`src/rtl/queue_arbiter.sv`:
```
// Round-robin arbiter sharing one decoupled consumer among N producers; grant locks while stalled.
// Optional per-requester grant and stall counters are built when QUEUE_ARBITER_STATS_EN is defined.
module queue_arbiter #(
  parameter type Data = logic [63:0],
  parameter int unsigned N = 4,
  localparam int unsigned IDX_WIDTH = $clog2(N)
) (
  input  logic                 clk,
  input  logic                 rst,
  input  logic [N-1:0]         in_valid,
  output logic [N-1:0]         in_ready,
  input  Data  [N-1:0]         in_data,
  output logic                 out_valid,
  input  logic                 out_ready,
  output Data                  out_data,
  output logic [IDX_WIDTH-1:0] out_idx
`ifdef QUEUE_ARBITER_STATS_EN
  ,
  output logic [N-1:0][31:0]   grant_cnt,
  output logic [31:0]          stall_cnt
`endif
);

  localparam int unsigned SW = IDX_WIDTH + 1;
  localparam logic [SW-1:0] N_W = SW'(N);
  localparam logic [IDX_WIDTH-1:0] LAST_IDX = IDX_WIDTH'(N - 1);

  typedef enum logic {
    FREE   = 1'b0,
    LOCKED = 1'b1
  } lock_e;

  lock_e                lock;
  logic [IDX_WIDTH-1:0] ptr;
  logic [IDX_WIDTH-1:0] lock_idx;

  logic [IDX_WIDTH-1:0] rr_idx;
  logic [IDX_WIDTH-1:0] cand;
  logic [SW-1:0]        sum;
  logic                 found;
  logic [IDX_WIDTH-1:0] grant;
  logic [IDX_WIDTH-1:0] ptr_nxt;
  logic                 fire;

  // Scan requesters starting at ptr, wrapping explicitly at N so non-power-of-two N never aliases.
  always_comb begin
    rr_idx = ptr;
    found  = 1'b0;
    sum    = '0;
    cand   = '0;
    for (int unsigned k = 0; k < N; k++) begin
      sum = {1'b0, ptr} + SW'(k);
      if (sum >= N_W) sum = sum - N_W;
      cand = sum[IDX_WIDTH-1:0];
      if (!found && in_valid[cand]) begin
        found  = 1'b1;
        rr_idx = cand;
      end
    end
  end

  // Output mux; out_ready only reaches in_ready, never the offered beat.
  always_comb begin
    grant     = rr_idx;
    out_valid = |in_valid;
    if (lock == LOCKED) begin
      grant     = lock_idx;
      out_valid = in_valid[lock_idx];
    end
    out_idx  = grant;
    out_data = in_data[grant];
    fire     = out_valid & out_ready;
    in_ready = '0;
    if (fire) in_ready[grant] = 1'b1;
    ptr_nxt  = (grant == LAST_IDX) ? '0 : grant + IDX_WIDTH'(1);
  end

  always_ff @(posedge clk or posedge rst) begin
    if (rst) begin
      lock     <= FREE;
      ptr      <= '0;
      lock_idx <= '0;
    end else if (fire) begin
      lock <= FREE;
      ptr  <= ptr_nxt;
    end else if (lock == FREE && out_valid) begin
      lock     <= LOCKED;
      lock_idx <= grant;
    end else if (lock == LOCKED && !in_valid[lock_idx]) begin
      // Producer withdrew a stalled beat: release without advancing priority.
      lock <= FREE;
    end
  end

`ifdef QUEUE_ARBITER_STATS_EN
  always_ff @(posedge clk or posedge rst) begin
    if (rst) begin
      grant_cnt <= '0;
      stall_cnt <= '0;
    end else begin
      if (fire) grant_cnt[grant] <= grant_cnt[grant] + 32'd1;
      if (out_valid && !out_ready) stall_cnt <= stall_cnt + 32'd1;
    end
  end
`endif

endmodule

```
`config.mk`:
```
export PLATFORM = sky130hd
export DESIGN_NAME = queue_arbiter
export DESIGN_NICKNAME = d
export VERILOG_FILES = /design/src/rtl/queue_arbiter.sv
export SDC_FILE = /design/constraint.sdc
export NUM_CORES = 1
export LEC_CHECK = 0
export ABC_AREA = 0
export CORE_AREA = 2 2 129 131
export CTS_CLUSTER_SIZE = 8
export DETAILED_ROUTE_END_ITERATION = 7
export DIE_AREA = 0 0 131 133
export HOLD_SLACK_MARGIN = 0.02
export MAX_ROUTING_LAYER = met4
export SYNTH_ARGS = -nofsm -noshare
export SYNTH_HDL_FRONTEND = slang
export SYNTH_SLANG_ARGS = --single-unit
```
`constraint.sdc`:
```
create_clock -name clk -period 2.4 [get_ports clk]
set_clock_uncertainty 0.15 [all_clocks]
set_input_delay 0.36 -clock clk [delete_from_list [all_inputs] [get_ports clk]]
set_output_delay 0.36 -clock clk [all_outputs]
set_load 0.02 [all_outputs]
```
==> results.yml, run 1 <==
clocking:
  cts_sinks: 5
  cts_root_buffer: "clkbuf_16"
  hold_buffers: 0
  cts_made_buffers: 3
  cts.clk_slew.worst_paths_ps: 40
  htree_levels: 1
  cts.path.max_buffers: 2
  clk_latency_ps: 230
  tritoncts: "built"
min_path:
  hold_class: "input pin to async pin"
setup_path:
  cp_data_required_time_ps: 1890
  crit_top_cell: "buf_12"
  max_stage_delay_ps: 430
  r2r_setup_slack_ps: 170
  cp-start-kind: "register"
  critPathKind: "register to output pin"
  timing.rr.end: "ptr[0]$_DFFE_PP0P_"
  cp_data_arrival_time_ps: 2240
  cp-endpoint: "out_data[4]"
  crit_path_start: "ptr[0]$_DFFE_PP0P_"
  ff2ff_path_depth: 9
  critPathTopFamily: "buffers and inverters"
  critPathMaxFanout: 8
  reg2reg_from: "ptr[0]$_DFFE_PP0P_"
  end_kind: "output pin"
  crit_buf_inv: 4
  slowest_stage: "dfrtp_1"
  cp_num_cells: 9
  cp_cell_sequence: "nor2b_4 -> or3_4 -> o221ai_4 -> buf_8 -> buf_12 -> buf_12 -> mux2i_4 -> mux2i_1 -> buf_4"
power_and_ir_drop:
  intPower_mw: 4.13
  power.density_nw_per_um2: 1040
  leakagePower_nw: 3.18
  swShare_pct: 43.5
  p_total_mw: 7.30
  seq_power_share_pct: 2.5
  ir_drop_uv: 443
  power.switching_mw: 3.17
  clkPwrFrac_pct: 3.9
  combPwrFrac_pct: 93.7
place:
  globalplace.congestion: 0.940
  dp_slack_ps: -992
  dpl.cell_count: 836
  place_hpwl_um: 11000
  portBuffers: 333
status:
  violations: "negative setup slack"
  status: "finished with violations"
drt:
  ant_nets: 0
  routed_wl_um: 14100
  wl_per_cell_um: 16.2
  viasPerCell: 4.17
  vias: 3617
  firstDrtPassIters: 4
  drc: 0
  drt_iter0_drc: 87
logic_synthesis:
  synthCells: 263
  syn_area_per_cell_um2: 10.1
  yosys_warnings: 0
  yosysTopAreaCell: "mux2i_1"
  syn-num-nets: 527
  yosysSeqAreaShare_pct: 4.71
  yosysTopAreaCellShare_pct: 72.8
  ys_seq_elements: 5
  synth_area_um2: 2660
  synth.distinct_cells: 32
  ys_top_cells_by_area: "mux2i_1 73%, buf_12 6.8%, dfrtp_1 4.7%"
die:
  die-area_um2: 17400
  fp.dieW_um: 131
  chipHeight_um: 133
  coreArea_um2: 16200
  start_util_pct: 16.4
  io_pins: 334
  rows: 47
sta:
  setup_violations: 69
  relSlewSlack_pct: 76.3
  fmax_ghz: 0.363
  post-route-min-period_ps: 2750
  worst_pin_slew_ps: 353
  finalCritPeriodShare_pct: 115
  worst_slack_ps: -353
  fin_tns_setup_ps: -18590
  drv_slew: 0
  rsz0062_at_grt: "true"
  finalHoldViolCount: 0
grt:
  grt_pass1_vias: 3901
  antenna_found_initial: 0
  grt.total_usage_pct: 15.0
  grt_pass1_wl_um: 19900
  grt_max_degree: 16
  grt-ovfl-total: 0
final_layout:
  nets: 912
  fillers: 1559
  multi_input_area_um2: 2450
  syn_to_final_growth_pct: 165
  drive_above_1_share_pct: 28.1
  final_cells: 867
  diodes: 0
  regArea_um2: 126
run:
  cap_viol_max_count: 0
-- logic make-up (layout without fill, tap and decap cells) --
kind of cell    Yosys count  after routing  share of synthesized area (%)
mux                     196            196                           74.6
buf+inv                  29            413                           13.0
simple gates             19             19                           3.77
compound gates           13             13                           3.44
flops                     5              5                           4.71
fa+ha+maj                 1              1                          0.471
-- layout by cell type, fill, tap and decap left out, types with 2 or more instances in the layout --
master,n
buf_8,6
o21ai_4,2
clkbuf_2,2
buf_6,20
nor2b_4,3
a21oi_2,3
mux2i_1,177
o221ai_4,2
clkbuf_16,4
nand2b_1,2
inv_2,2
nand2_1,4
inv_1,4
buf_4,66
buf_12,18
mux2i_2,8
buf_2,24
mux2i_4,8
o21ai_0,2
buf_16,4
dfrtp_1,4
clkdlybuf4s50_1,258
-- worst min path at each step --
| stage | start | slack (ps) | endpoint |
|---|---|---|---|
| floorplan | rst | -10 | lock$_DFFE_PP0P_ |
| global placement | rst | 420 | ptr[0]$_DFFE_PP0P_ |
| detailed placement | lock_idx[0]$_DFFE_PP0P_ | 410 | lock_idx[0]$_DFFE_PP0P_ |
| CTS | rst | 180 | lock$_DFFE_PP0P_ |
| global route | rst | 200 | lock_idx[0]$_DFFE_PP0P_ |
| finish | rst | 170 | lock$_DFFE_PP0P_ |
-- registers in the layout, indices dropped and copies added, names as in the netlist --
| register | flops |
|---|---|
| lock | 1 |
| lock_idx | 2 |
| ptr | 2 |
-- Yosys cell counts --
cell type and n:
nor2b_1 5, or3_1 1, nand2b_1 2, mux2i_1 193
o221ai_1 1, nor2_1 2, nand3_1 1, buf_6 2
inv_2 2, o221ai_2 1, dfrtp_1 5, o21ai_0 3
nor3_1 2, a21oi_1 3, buf_12 9, nor4_1 1
o211ai_1 1, mux2_2 1, o31ai_1 1, o311a_1 1
o21bai_1 1, clkbuf_4 1, mux4_1 1, buf_2 6
buf_4 1, o21ai_1 1, ha_1 1, inv_1 4
mux2_1 1, nand2_1 4, bufbuf_8 4, and3_1 1
-- metrics by stage --
stage	hold slack [ps]	area (um^2)	util, %
after detailed placement	407	6450	39.9
after global placement	416	6450	39.9
after floorplan	-11.5	2660	-
after global routing	203	7030	43.5
final	170	7030	43.5
after CTS	177	6900	42.7
-- per-layer routing --
metal  routed length, um  track usage, %
met1                5060            15.3
met2                7850            30.5
met3                1090            1.98
met4                  85            1.30
met5                   0               -
-- power groups by stage --
stage	logic (mW)	clock network, mW	registers (mW)
6_report	6.84	0.282	0.180
5_1_grt	7.22	0.289	0.183
4_1_cts	6.74	0.284	0.172
3_5_place_dp	5.94	0	0.165
3_3_place_gp	5.91	0	0.163
2_1_floorplan	3.58	0	0.154
-- area by class of cell --
class	count	area share, %
flip-flops and latches	5	1.80
repair buffers	403	58.0
inverters	6	0.320
clock buffers	4	1.12
multi-input cells	229	34.8
well taps	220	3.91
-- repair_timing --
| item | CTS | global route |
|---|---|---|
| gates resized for setup | 375 | 62 |
| cloned | 10 | 1 |
| setup endpoints to repair | 72 | 72 |
| pin swaps | 3 | 2 |
| buffers inserted | 18 | 7 |
(Power assumes the default switching activity.)
==> run 2, diff against run 1 <==
--- a/config.mk
+++ b/config.mk
@@ -7,9 +7,11 @@
 export LEC_CHECK = 0
 export ABC_AREA = 0
 export CORE_AREA = 2 2 129 131
+export CTS_CLUSTER_DIAMETER = 200
 export CTS_CLUSTER_SIZE = 8
 export DETAILED_ROUTE_END_ITERATION = 7
 export DIE_AREA = 0 0 131 133
+export GPL_ROUTABILITY_DRIVEN = 1
 export HOLD_SLACK_MARGIN = 0.02
 export MAX_ROUTING_LAYER = met4
 export SYNTH_ARGS = -nofsm -noshare
==> results of run 2 <==
Same layout as run 1: the final DEF is identical, and so are final timing and power.
